File: src/rtl/ahb_mtx_rr_arb.sv
// ahb_mtx_rr_arb: round-robin output-stage arbiter for one AHB matrix port.
// Optional burst grant hold is enabled by defining AHB_MTX_RR_BURST_HOLD_EN.
module ahb_mtx_rr_arb #(
    parameter int NUM_PORTS = 4,
    parameter int PORT_W    = 3
) (
    input  logic                 HCLK,
    input  logic                 HRESET,
    input  logic [NUM_PORTS-1:0] req_port,
    input  logic                 HREADYM,
    input  logic                 HSELM,
    input  logic [1:0]           HTRANSM,
    input  logic [2:0]           HBURSTM,
    input  logic                 HMASTLOCKM,
    output logic [PORT_W-1:0]    addr_in_port,
    output logic                 no_port,
    output logic                 burst_hold
);
`ifdef AHB_MTX_RR_BURST_HOLD_EN
    typedef enum logic [1:0] {IDLE, GRANT, LOCK, BURST} state_e;
`else
    typedef enum logic [1:0] {IDLE, GRANT, LOCK} state_e;
`endif
    state_e state_q, state_d;
    logic [PORT_W-1:0] addr_q, addr_d, rr_q, rr_d, win;
    logic [2**PORT_W-1:0] req_pad;
    logic [PORT_W:0] idx;
    logic found;

    assign req_pad = (2**PORT_W)'(req_port);

    // Scan from the highest offset down so the lowest offset from rr_q wins.
    always_comb begin
        win   = '0;
        found = 1'b0;
        idx   = '0;
        for (int k = NUM_PORTS - 1; k >= 0; k--) begin
            idx = {1'b0, rr_q} + (PORT_W+1)'(k);
            idx = (idx >= (PORT_W+1)'(NUM_PORTS)) ? idx - (PORT_W+1)'(NUM_PORTS) : idx;
            if (req_pad[idx[PORT_W-1:0]]) begin
                win   = idx[PORT_W-1:0];
                found = 1'b1;
            end
        end
    end

`ifdef AHB_MTX_RR_BURST_HOLD_EN
    logic [3:0] beat_q, beat_d, load_val;
    logic hold_q, freeze;

    always_comb begin
        load_val = (HBURSTM[2:1] == 2'b01) ? 4'd3
                 : (HBURSTM[2:1] == 2'b10) ? 4'd7
                 : (HBURSTM[2:1] == 2'b11) ? 4'd15 : 4'd0;
        beat_d   = (HSELM && HTRANSM == 2'b10) ? load_val
                 : (!HSELM || HTRANSM == 2'b00) ? 4'd0
                 : (HTRANSM == 2'b11 && beat_q != 4'd0) ? beat_q - 4'd1 : beat_q;
        freeze   = (beat_d != 4'd0);
    end

    always_ff @(posedge HCLK) begin
        if (HRESET) begin
            beat_q <= 4'd0;
            hold_q <= 1'b0;
        end else if (HREADYM) begin
            beat_q <= beat_d;
            hold_q <= freeze;
        end
    end

    assign burst_hold = hold_q;
`else
    logic unused_burst;
    assign unused_burst = ^{HTRANSM, HBURSTM};
    assign burst_hold   = 1'b0;
`endif

    // A lock or burst seen with no port selected stays in IDLE so no_port is kept.
    always_comb begin
        addr_d  = addr_q;
        rr_d    = rr_q;
        state_d = state_q;
        if (HMASTLOCKM)
            state_d = (state_q == IDLE) ? IDLE : LOCK;
`ifdef AHB_MTX_RR_BURST_HOLD_EN
        else if (freeze)
            state_d = (state_q == IDLE) ? IDLE : BURST;
`endif
        else if (found) begin
            addr_d  = win;
            rr_d    = (win == PORT_W'(NUM_PORTS - 1)) ? '0 : win + 1'b1;
            state_d = GRANT;
        end else
            state_d = HSELM ? GRANT : IDLE;
    end

    always_ff @(posedge HCLK) begin
        if (HRESET) begin
            addr_q  <= '0;
            rr_q    <= '0;
            state_q <= IDLE;
        end else if (HREADYM) begin
            addr_q  <= addr_d;
            rr_q    <= rr_d;
            state_q <= state_d;
        end
    end

    assign addr_in_port = addr_q;
    assign no_port      = (state_q == IDLE);
endmodule

File: config.mk
export PLATFORM = sky130hd
export DESIGN_NAME = ahb_mtx_rr_arb
export DESIGN_NICKNAME = d
export VERILOG_FILES = /design/src/rtl/ahb_mtx_rr_arb.sv
export SDC_FILE = /design/constraint.sdc
export NUM_CORES = 1
export LEC_CHECK = 0
export ABC_AREA = 1
export CORE_UTILIZATION = 49
export DETAILED_ROUTE_END_ITERATION = 8
export GPL_TIMING_DRIVEN = 0
export PLACE_DENSITY = 0.91
export SETUP_SLACK_MARGIN = 0.2
export SLEW_MARGIN = 20
export SYNTH_ARGS = -nofsm -noshare
export SYNTH_HDL_FRONTEND = slang
export SYNTH_SLANG_ARGS = --single-unit
File: constraint.sdc
create_clock -name HCLK -period 5.5 [get_ports HCLK]
set_input_delay 1.375 -clock HCLK [delete_from_list [all_inputs] [get_ports HCLK]]
set_output_delay 1.375 -clock HCLK [all_outputs]
set_load 0.05 [all_outputs]
==> results of run 1 <==
[sequential cells by signal (all words and copies together) (netlist names)]
| name | count |
|---|---|
| state_q | 2 |
| addr_in_port | 3 |
| rr_q | 3 |
[final cells by class]
class                           count  area [um^2]  share of cell area (%)
Buffer                              2        18.77                   2.259
Inverter                           13        56.30                   6.777
Clock buffer                        3        22.52                   2.711
Sequential cell                     8        160.2                   19.28
Tap cell                           14        17.52                   2.108
Multi-Input combinational cell     71        435.4                   52.41
Timing Repair Buffer               12        120.1                   14.46
[cell families (layout without fill, tap and decap cells)]
family	Yosys count	count (layout)	synth area share, %
compound gates	11	11	10.82
fa+ha+maj	3	3	5.598
buf+inv	15	30	11.20
flops	8	8	23.88
other cells	1	1	0.5592
simple gates	56	56	47.95
[report_power, final]
group | internal (uW) | switching, uW | total [uW]
Combinational | 48.5 | 84.4 | 133
Sequential | 62.8 | 3.02 | 65.8
Clock | 24.9 | 18.2 | 43.1
Total | 136 | 106 | 242
[Yosys cell counts]
| master | number | area, um^2 |
|---|---|---|
| conb_1 | 1 | 3.750 |
| inv_1 | 10 | 37.54 |
| nand4_1 | 1 | 6.260 |
| buf_4 | 1 | 7.510 |
| ha_1 | 3 | 37.54 |
| o21ai_4 | 1 | 16.27 |
| inv_8 | 1 | 11.26 |
| nand4_2 | 1 | 12.51 |
| nand2_1 | 20 | 75.07 |
| dfxtp_1 | 8 | 160.2 |
| nor2_4 | 2 | 22.52 |
| nand2_2 | 7 | 43.79 |
| nor3_1 | 2 | 10.01 |
| inv_2 | 2 | 7.510 |
| nand2_4 | 3 | 33.78 |
| o21ai_1 | 1 | 5.000 |
| nand3_2 | 4 | 40.04 |
| o21bai_1 | 1 | 7.510 |
| nand3_4 | 1 | 17.52 |
| a21oi_1 | 4 | 20.02 |
| nor2_1 | 12 | 45.04 |
| buf_6 | 1 | 11.26 |
| nand3_1 | 3 | 15.01 |
| o21ai_0 | 3 | 15.01 |
| a21oi_2 | 1 | 8.760 |
[placed cells by master, fill, tap and decap left out, types with 4 or more instances in the layout]
master / n
nand2_1: 20
nor2_1: 12
clkdlybuf4s50_1: 12
inv_1: 10
dfxtp_1: 8
nand2_2: 7
nand3_2: 4
a21oi_1: 4
[worst paths after layout]
check	startpoint	end	slack [ns]	cells after the start
worst max-delay path	req_port[3]	rr_q[1]$_SDFFE_PP0P_	2.55	13
worst min-delay path	addr_in_port[2]$_SDFFE_PP0P_	addr_in_port[2]$_SDFFE_PP0P_	0.46	2
worst min register to register	addr_in_port[2]$_SDFFE_PP0P_	addr_in_port[2]$_SDFFE_PP0P_	0.46	2
worst max register to register	rr_q[0]$_SDFFE_PP0P_	rr_q[1]$_SDFFE_PP0P_	3.27	12
[layer usage]
layer / part of all wire, % / wire (um) / vias up
li1: - / - / 327
met1: 45 / 585 / 270
met2: 52 / 678 / 5
met3: 1.4 / 18 / 2
met4: 0.85 / 11 / 0
met5: 0 / 0 / -
[stage by stage]
stage / power, uW / area, um^2 / util [%] / hold slack, ns / std cells
2_1_floorplan: 172.9 / 670.6 / - / 0.4504 / 94
3_3_place_gp: 194.5 / 808.3 / 68.14 / 0.4315 / 120
3_5_place_dp: 199.7 / 808.3 / 68.14 / 0.4570 / 120
4_1_cts: 244.5 / 830.8 / 70.04 / 0.4664 / 123
5_1_grt: 263.7 / 830.8 / 70.04 / 0.4806 / 123
6_report: 241.8 / 830.8 / 70.04 / 0.4644 / 123
[critical path: stages]
cell             delay (ns)
clkdlybuf4s50_1        0.49
inv_1                  0.05
nand2_1                0.07
nand3_1                0.12
nand2_2                0.11
inv_2                  0.05
nand2_1                0.08
nor2_1                 0.04
o21bai_1               0.12
nand2_1                0.09
ha_1                   0.29
o21ai_1                0.13
a21oi_1                0.05
==> run_results.csv, run 1 <==
group,metric,value,unit
status,status,"complete, no violations",
timing,fin_crit,2.947,ns
cts,postCtsSetupBuffers,0,
die,row_count,12,
timing,rsz0062_at_grt,"false",
detailed_routing,vias,604,
cts,clk_path_buf_depth,2,
die,die_x,39.00,um
cts,worstSkewPairLatency,0.24,ns
setup_path,cp-end-kind,"flip-flop",
global_routing,grtUsageTotal,21.10,%
detailed_routing,wl_per_cell,10.52,um
detailed_routing,viasPerCell,4.911,
layout,antennaDiodeCount,0,
cts,clock-sinks,8,
job,max_cap_violations,0,
global_routing,grt_pass1_wl,2180,um
global_routing,met3_usage,3.468,%
detailed_routing,remaining_drc_errors,0,
detailed_routing,drtPass1Iterations,4,
synth,ys_ff_latch,8,
layout,n_fill_cell,99,
detailed_routing,routed_wl,1294,um
global_routing,antenna_found_initial,0,
placed_design,gp_congestion,0.7766,
timing,finalHoldViolCount,0,
setup_path,required,5.63,ns
cts,cts_buffers,3,
setup_path,cp_max_fo,2,
global_routing,grt_max_degree,10,
synth,avgSynthCellArea,7.135,um^2
global_routing,overflow,0,
detailed_routing,drtAntennaViolNets,0,
synth,synthCells,94,
die,core_area,1186,um^2
synth,yosys_warnings,0,
power,powerDensity,291.0,nW/um^2
die,num_io_pins,19,
timing,timing.setup.tns,0,ns
die,dieArea,1521,um^2
timing,slew_viol_final,0,
min_path,hp-class,"reg -> reg",
timing,period_share,53.58,%
power,power.leakage,0.0003900,uW
global_routing,met1_usage,25.61,%
global_routing,gr-max-usage-layer,"met2",
cts,cts_max_level,1,
cts,cts_root_buf,"clkbuf_4",
layout,final_nets,128,
placed_design,dp_hpwl,1098,um
timing,fin_worst_skew,0.001223,ns
setup_path,worstPathArrival,3.07,ns
detailed_routing,drtIter0Drc,9,
synth,syn_nets,111,
setup_path,setup.worst_path.start_class,"input pin",
placed_design,numPortBuffers,12,
synth,synthDistinctLibCells,25,
die,start_util,56.54,%
global_routing,grt_pass1_vias,557,
cts,hold_buffers,0,
timing,timing.fmax,0.3393,GHz
layout,drive_gt1_share,25.69,%
synth,ys_seq_area_share,23.88,%
timing,fin_ws,2.553,ns
cts,path_clk_slew,0.05,ns
global_routing,use_met2,36.67,%
die,fp.dieH,39.00,um
synth,synth_area,670.6,um^2
power,ir_drop,0.1967,mV
cts,post_cts_resized,0,
layout,synthToLayoutAreaGrowth,23.88,%
timing,setup_viol,0,
setup_path,crit_type,"in -> reg",
placed_design,place_ws,2.290,ns
cts,cts_tree,"yes",
No activity file was read; power rests on OpenSTA's default activity.
==> run 2: changes to the inputs <==
--- a/config.mk
+++ b/config.mk
@@ -6,10 +6,10 @@
 export NUM_CORES = 1
 export LEC_CHECK = 0
 export ABC_AREA = 1
-export CORE_UTILIZATION = 49
+export CORE_UTILIZATION = 46
 export DETAILED_ROUTE_END_ITERATION = 8
 export GPL_TIMING_DRIVEN = 0
-export PLACE_DENSITY = 0.91
+export PLACE_DENSITY = 0.86
 export SETUP_SLACK_MARGIN = 0.2
 export SLEW_MARGIN = 20
 export SYNTH_ARGS = -nofsm -noshare
==> constraint.sdc (replaced) <==
create_clock -name HCLK -period 2.9 [get_ports HCLK]
set_input_delay 0.725 -clock HCLK [delete_from_list [all_inputs] [get_ports HCLK]]
set_output_delay 0.725 -clock HCLK [all_outputs]
set_load 0.05 [all_outputs]
==> run_results.csv, run 2 (synthesis results as in run 1) <==
group,metric,value,unit
timing,fin_worst_skew,0.008483,ns
setup_path,cp_num_buf_inv,3,
power,ir_drop,0.2911,mV
die,dieArea,1614,um^2
detailed_routing,vias,605,
placed_design,numPortBuffers,12,
detailed_routing,remaining_drc_errors,0,
cts,clock-sinks,8,
timing,fin_crit,2.266,ns
placed_design,place_ws,0.3652,ns
cts,hold_buffers,0,
setup_path,critPathMaxStageDelay,0.51,ns
global_routing,antenna_found_initial,0,
setup_path,crit_slowest_cell,"clkdlybuf4s50_1",
cts,cts_tree,"yes",
global_routing,grt_pass1_wl,2076,um
detailed_routing,drtPass1Iterations,4,
timing,period_share,78.13,%
layout,final_cell_mix,"nand2_1, nor2_1, clkdlybuf4s50_1",
layout,n_fill_cell,123,
power,switching_share,43.68,%
detailed_routing,viasPerCell,4.879,
layout,antennaDiodeCount,0,
cts,postCtsSetupBuffers,0,
setup_path,required,3.04,ns
die,core_area,1334,um^2
timing,whs,0.4476,ns
setup_path,worstPathArrival,2.41,ns
global_routing,grt_max_degree,10,
setup_path,setup.worst_path.start_class,"input pin",
timing,rsz0062_at_grt,"false",
layout,final_common_cell,"nand2_1",
setup_path,cp_max_fo,2,
layout,final_nets,128,
timing,setup_viol,0,
setup_path,crit_family,"buffers and inverters",
cts,cts_root_buf,"clkbuf_4",
global_routing,grtUsageTotal,19.50,%
cts,path_clk_slew,0.06,ns
global_routing,overflow,0,
timing,timing.setup.tns,0,ns
detailed_routing,wl_per_cell,10.45,um
layout,drive_gt1_share,25.69,%
cts,post_cts_resized,0,
timing,fin_ws,0.6343,ns
power,powerDensity,550.9,nW/um^2
global_routing,grt_pass1_vias,515,
cts,worstSkewPairLatency,0.25,ns
setup_path,rrSetupSlack,0.72,ns
detailed_routing,drtAntennaViolNets,0,
placed_design,dp_hpwl,1061,um
die,fp.dieH,40.18,um
detailed_routing,routed_wl,1296,um
status,status,"complete, no violations",
timing,slew_viol_final,0,
layout,final_core_util,62.38,%
setup_path,crit_type,"in -> reg",
cts,cts_buffers,3,
timing,slew_headroom,66.75,%
cts,clk_path_buf_depth,2,
power,internal_power,258.2,uW
detailed_routing,drtIter0Drc,15,
timing,worstMarginPinSlew,0.4971,ns
placed_design,gp_congestion,0.7439,
timing,timing.fmax,0.4414,GHz
timing,finalHoldViolCount,0,
die,num_io_pins,19,
power,power.leakage,0.0003900,uW
setup_path,cp-end-kind,"flip-flop",
layout,synthToLayoutAreaGrowth,24.07,%
power,pwr-share-clk,18.3,%
cts,cts_max_level,1,
min_path,hp-class,"reg -> reg",
setup_path,timing.critical_path.mode_cell,"nand2_1",
power,combPwrFrac,54.4,%
setup_path,crit_path_cell_trace,"clkdlybuf4s50_1 -> inv_1 -> nand2_1 -> nand3_1 -> nand2_2 -> inv_2 -> nand2_1 -> nor2_1 -> o21bai_1 -> nand2_1 -> ha_1 -> o21ai_1 -> a21oi_1",
power,power_frac_seq,27.3,%
power,p_sw,200.2,uW
job,max_cap_violations,0,
die,row_count,13,
die,die_x,40.18,um
die,start_util,50.28,%
run 2: stage by stage:
stage | instance area [um^2] | std cells | power [uW]
finish | 832.0 | 124 | 458.4
global route | 832.0 | 124 | 494.2
CTS | 832.0 | 124 | 464.1
detailed placement | 809.5 | 121 | 377.8
global placement | 809.5 | 121 | 369.1
floorplan | 670.6 | 94 | 327.9
run 2: cell type report:
class,count,area [um^2],share of cell area [%]
Clock buffer,3,22.52,2.707
Inverter,13,56.30,6.767
Buffer,2,18.77,2.256
Multi-Input combinational cell,71,435.4,52.33
Timing Repair Buffer,12,120.1,14.44
Sequential cell,8,160.2,19.25
Tap cell,15,18.77,2.256
run 2: worst paths after layout:
path	from	end	depth (start not counted)
setup / recovery	req_port[3]	rr_q[1]$_SDFFE_PP0P_	13
hold / removal	addr_in_port[2]$_SDFFE_PP0P_	addr_in_port[2]$_SDFFE_PP0P_	2
setup reg to reg	rr_q[0]$_SDFFE_PP0P_	rr_q[1]$_SDFFE_PP0P_	12
hold reg to reg	addr_in_port[2]$_SDFFE_PP0P_	addr_in_port[2]$_SDFFE_PP0P_	2
run 2: power groups by stage:
stage	sequential [uW]	clock (uW)	combinational [uW]
finish	125	83.7	249
global route	126	89.6	278
global placement	127	0	242
detailed placement	128	0	250
floorplan	137	0	191
CTS	125	87.3	251
run 2: metal layers:
layer	share of wire (%)	track usage, %
met1	44	23.33
met2	51	33.87
met3	4.2	2.222
met4	0.46	10.00
met5	0	0
run 2: worst reg2reg max path, cell delays in order (launching register included):
cell and delay, ns:
dfxtp_1 0.34, buf_6 0.16, inv_8 0.05, ha_1 0.38, inv_1 0.10, nand3_2 0.10
nand3_4 0.11, o21ai_0 0.17, o21bai_1 0.13, nand2_1 0.08, ha_1 0.29, o21ai_1 0.12
a21oi_1 0.04
==> run 3: changes to the inputs <==
==> constraint.sdc (replaced) <==
create_clock -name HCLK -period 2.2 [get_ports HCLK]
set_input_delay 0.55 -clock HCLK [delete_from_list [all_inputs] [get_ports HCLK]]
set_output_delay 0.55 -clock HCLK [all_outputs]
set_load 0.05 [all_outputs]
==> run_results.csv, run 3 (synthesis results as in run 1) <==
group,metric,value,unit
timing,setup_viol,0,
layout,n_fill_cell,108,
timing,slew_headroom,66.32,%
detailed_routing,viasPerCell,5.062,
die,start_util,50.28,%
global_routing,overflow,0,
setup_path,crit_path_cell_trace,"clkdlybuf4s50_1",
status,status,"complete, no violations",
setup_path,crit_type,"reg -> out",
cts,clk_path_buf_depth,2,
placed_design,dp_hpwl,987.2,um
layout,layout.cells.non_filler,130,
global_routing,grt_max_degree,9,
job,max_cap_violations,0,
layout,final_cell_mix,"nand2_1, nor2_1, nand2_2",
detailed_routing,routed_wl,1443,um
timing,period_share,87.96,%
cts,cts_buffers,3,
setup_path,crit_family,"buffers and inverters",
die,dieArea,1614,um^2
detailed_routing,remaining_drc_errors,0,
placed_design,gp_congestion,0.7191,
setup_path,cp_num_buf_inv,1,
timing,fin_worst_skew,0.001109,ns
setup_path,setup.worst_path.start_class,"flip-flop",
min_path,hp-class,"reg -> reg",
timing,finalHoldViolCount,0,
cts,cts_root_buf,"clkbuf_4",
timing,fin_crit,1.935,ns
die,core_area,1334,um^2
power,powerDensity,762.8,nW/um^2
cts,hold_buffers,0,
detailed_routing,wl_per_cell,11.10,um
setup_path,cp-end-kind,"output pin",
setup_path,worstPathArrival,1.39,ns
layout,final-seq-area,165.2,um^2
die,die_x,40.18,um
die,num_io_pins,19,
layout,final_common_cell,"nand2_1",
setup_path,required,1.65,ns
timing,worstMarginPinSlew,0.5036,ns
setup_path,critPathMaxStageDelay,0.81,ns
cts,cts_tree,"yes",
timing,rsz0062_at_grt,"true",
layout,final_nets,134,
timing,timing.setup.tns,0,ns
global_routing,antenna_found_initial,0,
power,ir_drop,0.5421,mV
timing,timing.fmax,0.5168,GHz
global_routing,grtUsageTotal,17.55,%
layout,drive_gt1_share,41.74,%
cts,worstSkewPairLatency,0.24,ns
setup_path,crit_slowest_cell,"clkdlybuf4s50_1",
detailed_routing,drtAntennaViolNets,0,
timing,slew_viol_final,0,
die,row_count,13,
global_routing,grt_pass1_wl,1876,um
detailed_routing,drtPass1Iterations,4,
cts,clock-sinks,8,
detailed_routing,drtIter0Drc,14,
global_routing,grt_pass1_vias,464,
cts,cts_max_level,1,
detailed_routing,vias,658,
layout,synthToLayoutAreaGrowth,39.18,%
layout,antennaDiodeCount,0,
cts,path_clk_slew,0.05,ns
power,power.leakage,0.0004313,uW
setup_path,cp_max_fo,2,
placed_design,numPortBuffers,12,
placed_design,dp_cells,121,
layout,multiInputGateArea,490.5,um^2
die,fp.dieH,40.18,um
-- run 3: cell count changes in the layout (fill, tap and decap cells not counted), moves of 3 or more --
cell             before  now
dlygate4sd2_1         0    5
buf_4                 1    7
inv_1                10    7
clkdlybuf4s50_1      12    7
nand2_1              20   17
nand2_2               7   10
-- run 3: what timing repair did --
item                                    in CTS  in global routing
buffers inserted                             3                  3
cloned                                       0                  0
gates resized for setup                     10                 12
pin swaps                                    3                 10
endpoints found under the setup margin       3                  3
-- run 3: per-stage QoR --
step | area, um^2 | hold WS [ns] | util (%) | total power [uW] | setup slack [ns]
after global routing | 933.4 | 0.4783 | 69.98 | 763.3 | 0.1754
after floorplan | 683.2 | 0.4504 | - | 441.0 | 0.2846
after detailed placement | 822.0 | 0.4412 | 61.63 | 504.2 | -0.1428
final | 933.4 | 0.4486 | 69.98 | 712.0 | 0.2649
after global placement | 822.0 | 0.4345 | 61.63 | 497.5 | -0.1364
after CTS | 868.3 | 0.4519 | 65.10 | 637.9 | 0.2089
-- run 3: final timing paths --
kind                            slack, ns                         start                      endpoint  cells after the start
worst min register to register       0.45  addr_in_port[2]$_SDFFE_PP0P_  addr_in_port[2]$_SDFFE_PP0P_                      2
worst min-delay path                 0.45  addr_in_port[2]$_SDFFE_PP0P_  addr_in_port[2]$_SDFFE_PP0P_                      2
worst max register to register       0.29          rr_q[0]$_SDFFE_PP0P_          rr_q[1]$_SDFFE_PP0P_                     14
worst max-delay path                 0.26  addr_in_port[2]$_SDFFE_PP0P_               addr_in_port[2]                      1
-- run 3: cell type report --
| type | count | area share [%] |
|---|---|---|
| Buffer | 2 | 2.011 |
| Clock buffer | 3 | 2.413 |
| Inverter | 13 | 6.300 |
| Multi-Input combinational cell | 71 | 52.55 |
| Sequential cell | 8 | 17.69 |
| Tap cell | 15 | 2.011 |
| Timing Repair Buffer | 18 | 17.02 |
-- run 3: metal layers --
metal,vias to the layer above,track usage (%),routed length (um)
met4,0,5.000,5
met5,-,0,0
met2,15,32.26,770
met3,2,3.889,52
met1,302,20.00,615
li1,339,-,-
-- run 3: power by group --
group / total [uW] / internal (uW) / switching (uW)
sequential: 167 / 159 / 8.40
combinational: 440 / 188 / 252
clock: 105 / 61.9 / 42.6
==> patch 1 (config.mk and constraints of run 2) <==
Set the parameter `NUM_PORTS` to 3 (it was 4).
--- a/src/rtl/ahb_mtx_rr_arb.sv
+++ b/src/rtl/ahb_mtx_rr_arb.sv
@@ -2,5 +2,5 @@
 // Optional burst grant hold is enabled by defining AHB_MTX_RR_BURST_HOLD_EN.
 module ahb_mtx_rr_arb #(
-    parameter int NUM_PORTS = 4,
+    parameter int NUM_PORTS = 3,
     parameter int PORT_W    = 3
 ) (
Interface: changed (resized req_port); port bits go from 19 to 18. The function was not compared with the original's and may differ.
==> patch 1 against run 2 <==
Total power rose by 18%; setup slack improved by 0.018 ns; core utilization fell by 3.0 points; count of clock-buffer cells in the layout did not move; sequential cell count did not move; die area rose by 10%; global-route usage rose by 0.42 points; maximum frequency rose by 0.79%; non-clock buffer count fell by 2; register-to-register slack got worse by 0.07 ns; area after synthesis rose by 11%; cell area rose by 7.5%; via count rose by 30%; routed wire length rose by 22%.
==> patch 1: results (changes against run 2) <==
INFO  metric yosys.cell_types.count = 20 (-20%)
INFO  metric port-buffer-count = 11 (-1)
INFO  metric groute.usage.overall = 19.9% (+0.42 points)
INFO  metric worstPathMaxFanout = 7 (+5)
INFO  metric pre_cts_ws = 0.688 ns (+0.323 ns)
INFO  metric timing_worst_slew_pin_value = 0.512 ns (+0.0146 ns)
INFO  metric grt_start_max_net_pins = 8 (-2)
INFO  metric post_synth_most_frequent_cells = nand2_1 (35), inv_1 (14), nand3_1 (14), nor2_1 (13)
INFO  metric peakVddDrop = 0.000283 V (-2.7%)
INFO  metric drt-initial-drc-count = 14 (-1)
INFO  metric final_layout_size_suffix_gt1_share = 12.7% (-13 points)
INFO  metric status = complete, no violations
INFO  metric first_global_vias = 748 (+45%)
INFO  metric post-dp-hpwl = 1.31 mm (+24%)
INFO  metric timing.reg2reg.worst_path_depth = 14 (+2)
INFO  metric finalHoldWorstSlack = 0.447 ns (-0.000429 ns)
INFO  metric intPower = 0.000285 W (+10%)
INFO  metric sequential_fraction_of_the_synthesis_area = 21.6% (-2.3 points)
INFO  metric r2r-end = rr_q[0]$_SDFFE_PP0P_
INFO  metric leakagePower = 0.481 nW (+23%)
INFO  metric skew = 0.00113 ns (-0.00735 ns)
INFO  metric grt_pass1_wl = 2.83 mm (+36%)
INFO  metric totalWireLength = 1.58 mm (+22%)
INFO  metric number_of_nets_in_the_finished_design = 157 (+23%)
INFO  metric leading_post_synthesis_cells_by_cell_area = dfxtp_1 (22%), nand2_1 (18%), ha_1 (13%)
-- patch 1: worst max path at each step --
stage / startpoint / endpoint / slack [ns] / cells after the start
6_report: rr_q[0]$_SDFFE_PP0P_ / rr_q[0]$_SDFFE_PP0P_ / 0.65 / 14
3_3_place_gp: req_port[1] / rr_q[0]$_SDFFE_PP0P_ / 0.72 / 11
3_5_place_dp: rr_q[0]$_SDFFE_PP0P_ / addr_in_port[1]$_SDFFE_PP0P_ / 0.69 / 15
2_1_floorplan: rr_q[0]$_SDFFE_PP0P_ / addr_in_port[1]$_SDFFE_PP0P_ / 0.97 / 15
4_1_cts: rr_q[0]$_SDFFE_PP0P_ / addr_in_port[1]$_SDFFE_PP0P_ / 0.67 / 15
5_1_grt: rr_q[0]$_SDFFE_PP0P_ / rr_q[0]$_SDFFE_PP0P_ / 0.46 / 14
-- patch 1: worst max-delay path, cell delays in order, from the launching register on --
cell,delay (ns)
dfxtp_1,0.38
ha_1,0.24
ha_1,0.37
inv_1,0.06
nor2_1,0.12
nand2_1,0.11
nand2_2,0.09
nand4_1,0.09
nand2_2,0.11
nand2_2,0.07
nand3_2,0.12
nand3_1,0.08
nor2_1,0.20
nor2_1,0.07
nor2_1,0.08
-- patch 1: area by class of cell --
type,count,area [µm²]
Fill cell,150,612
Multi-Input combinational cell,95,514
Sequential cell,8,160
Timing Repair Buffer,11,110
Inverter,16,60.1
Clock buffer,3,22.5
Tap cell,16,20.0
Buffer,1,7.51
-- patch 1: stage by stage --
stage / instance area (µm²) / power [W] / cells
floorplan: 742 / 0.000391 / 120
global placement: 872 / 0.000452 / 147
detailed placement: 872 / 0.000463 / 147
CTS: 895 / 0.000545 / 150
global route: 895 / 0.000592 / 150
finish: 895 / 0.000543 / 150
-- patch 1: kinds of logic (layout without fill, tap and decap cells) --
group,count (synthesis),after routing,synth area share [%]
simple gates,78,78,49.2
buf+inv,17,31,9.11
fa+ha+maj,8,8,13.5
flops,8,8,21.6
compound gates,7,7,4.89
other cells,1,1,0.505
xor+xnor,1,1,1.18
-- patch 1: layer usage --
layer  GRT usage, %  vias to the layer above  part of all wire [%]
met5              0                        -                     0
met4           15.0                        0                   2.7
met3           2.16                        8                   3.6
met2           34.5                       20                    49
met1           22.0                      349                    44
li1               -                      411                     -
-- patch 1: power groups by stage --
stage	clock, W	sequential, W	combinational, W
detailed placement	0	0.000139	0.000324
CTS	0.0000831	0.000137	0.000325
global placement	0	0.000138	0.000314
floorplan	0	0.000151	0.000240
global route	0.0000873	0.000139	0.000365
finish	0.0000802	0.000137	0.000326
==> patch 2 (flow settings as in run 2) <==
Without the edit above. The 3 states of `state_e` get a one-hot encoding in 3 bits.
--- a/src/rtl/ahb_mtx_rr_arb.sv
+++ b/src/rtl/ahb_mtx_rr_arb.sv
@@ -20,5 +20,5 @@
     typedef enum logic [1:0] {IDLE, GRANT, LOCK, BURST} state_e;
 `else
-    typedef enum logic [1:0] {IDLE, GRANT, LOCK} state_e;
+    typedef enum logic [2:0] {IDLE = 3'b001, GRANT = 3'b010, LOCK = 3'b100} state_e;
 `endif
     state_e state_q, state_d;
Function: same outputs for any inputs over 10 cycles, from zero or initial values and one cycle with HRESET high; not proved beyond that.
==> patch 2 against run 2 <==
Sequential cell count increased by 1; synthesized cell count increased by 15%; via count increased by 15%; core utilization increased by 0.11 points; clock power increased by 14%; total power increased by 2.0%; routed wire length increased by 4.7%; area after synthesis decreased by 1.9%; combinational power decreased by 9.2%; setup slack got worse by 0.18 ns; sequential share of layout area increased by 2.6 points; cell area decreased by 1.1%; critical endpoint is now no_port; largest cell class unchanged.
==> patch 2: results (changes against run 2) <==
INFO  metric skew = 0.00688 ns (-0.00160 ns)
INFO  metric post_synth_most_frequent_cells = nand2_1 (32), inv_1 (15), nor2_1 (13), nand3_1 (12), dfxtp_1 (9)
INFO  metric sequential_fraction_of_the_synthesis_area = 27.4% (+3.5 points)
INFO  metric avgRoutedWirePerCell = 9.76 µm (-6.6%)
INFO  metric drt-initial-drc-count = 12 (-3)
INFO  metric leading_post_synthesis_cells_by_cell_area = dfxtp_1 (27%), nand2_1 (18%), nand3_1 (9.1%)
INFO  metric dpl.cell_count = 135 (+12%)
INFO  metric peakVddDrop = 0.000372 V (+28%)
INFO  metric count_of_vias_placed_by_the_detailed_router = 695 (+15%)
INFO  metric grt_pass1_wl = 1.97 mm (-5.0%)
INFO  metric gp_routability_congestion = 0.728 (-2.1%)
INFO  metric total_nets_after_synthesis = 125 (+13%)
INFO  metric critical-path-max-stage-delay = 0.86 ns (+0.35 ns)
INFO  metric totalWireLength = 1.36 mm (+4.7%)
INFO  metric reg2reg_setup_slack = 0.64 ns (-0.08 ns)
INFO  metric timing.reg2reg.worst_path_depth = 11 (-1)
INFO  metric synth-async-reset-ratio = 0% (unchanged)
INFO  metric pre_cts_ws = 0.450 ns (+0.0848 ns)
INFO  metric final_layout_size_suffix_gt1_share = 11.3% (-14 points)
INFO  metric yosys.cell_types.count = 20 (-20%)
INFO  metric clock_tree.root_cell = clkbuf_4
INFO  metric dpl-instance-area = 797 µm² (-1.5%)
INFO  metric leakagePower = 0.422 nW (+8.3%)
INFO  metric arrival = 1.72 ns (-0.69 ns)
INFO  metric status = complete, no violations
INFO  metric finalHoldWorstSlack = 0.449 ns (+0.00170 ns)
INFO  metric first_global_vias = 511 (-0.78%)
INFO  metric groute.usage.overall = 19.4% (-0.13 points)
INFO  metric syn_inst = 108 (+15%)
==> patch 2: cells by family after synthesis <==
group | count (synthesis) | synth area share (%)
and+or+nand+nor | 69 | 48.3
DFF | 9 | 27.4
other | 1 | 0.570
adders and majority gates | 3 | 5.70
AOI/OAI and AO/OA | 9 | 7.79
buffers and inverters | 17 | 10.3
==> patch 2: metal layers <==
metal / GRT usage (%) / vias to the layer above / share of wire (%)
li1: - / 372 / -
met1: 21.3 / 309 / 49
met2: 33.2 / 10 / 46
met3: 1.70 / 4 / 2.1
met4: 15.5 / 0 / 2.9
met5: 0 / - / 0
==> patch 2: area by class of cell <==
cell class	count	area (µm²)
Buffer	1	7.51
Clock buffer	4	26.3
Fill cell	141	494
Inverter	16	60.1
Multi-Input combinational cell	82	410
Sequential cell	9	180
Tap cell	15	18.8
Timing Repair Buffer	12	120
==> patch 2: how the worst max path moves through the flow <==
stage | startpoint | to | slack (ns) | cells after the start
floorplan | state_q[0]$_SDFFE_PP1P_ | no_port | 0.74 | 2
global placement | req_port[3] | rr_q[1]$_SDFFE_PP0P_ | 0.49 | 12
detailed placement | req_port[1] | rr_q[1]$_SDFFE_PP0P_ | 0.45 | 12
CTS | state_q[2]$_SDFFE_PP0P_ | no_port | 0.45 | 2
global route | state_q[0]$_SDFFE_PP1P_ | no_port | 0.36 | 3
finish | state_q[0]$_SDFFE_PP1P_ | no_port | 0.46 | 3
==> patch 2: power breakdown <==
| group | switching, W | internal [W] | leakage (nW) |
|---|---|---|---|
| registers | 0.0000109 | 0.000135 | 0.0739 |
| clock network | 0.0000428 | 0.0000530 | 0.0150 |
| logic | 0.000145 | 0.0000815 | 0.334 |
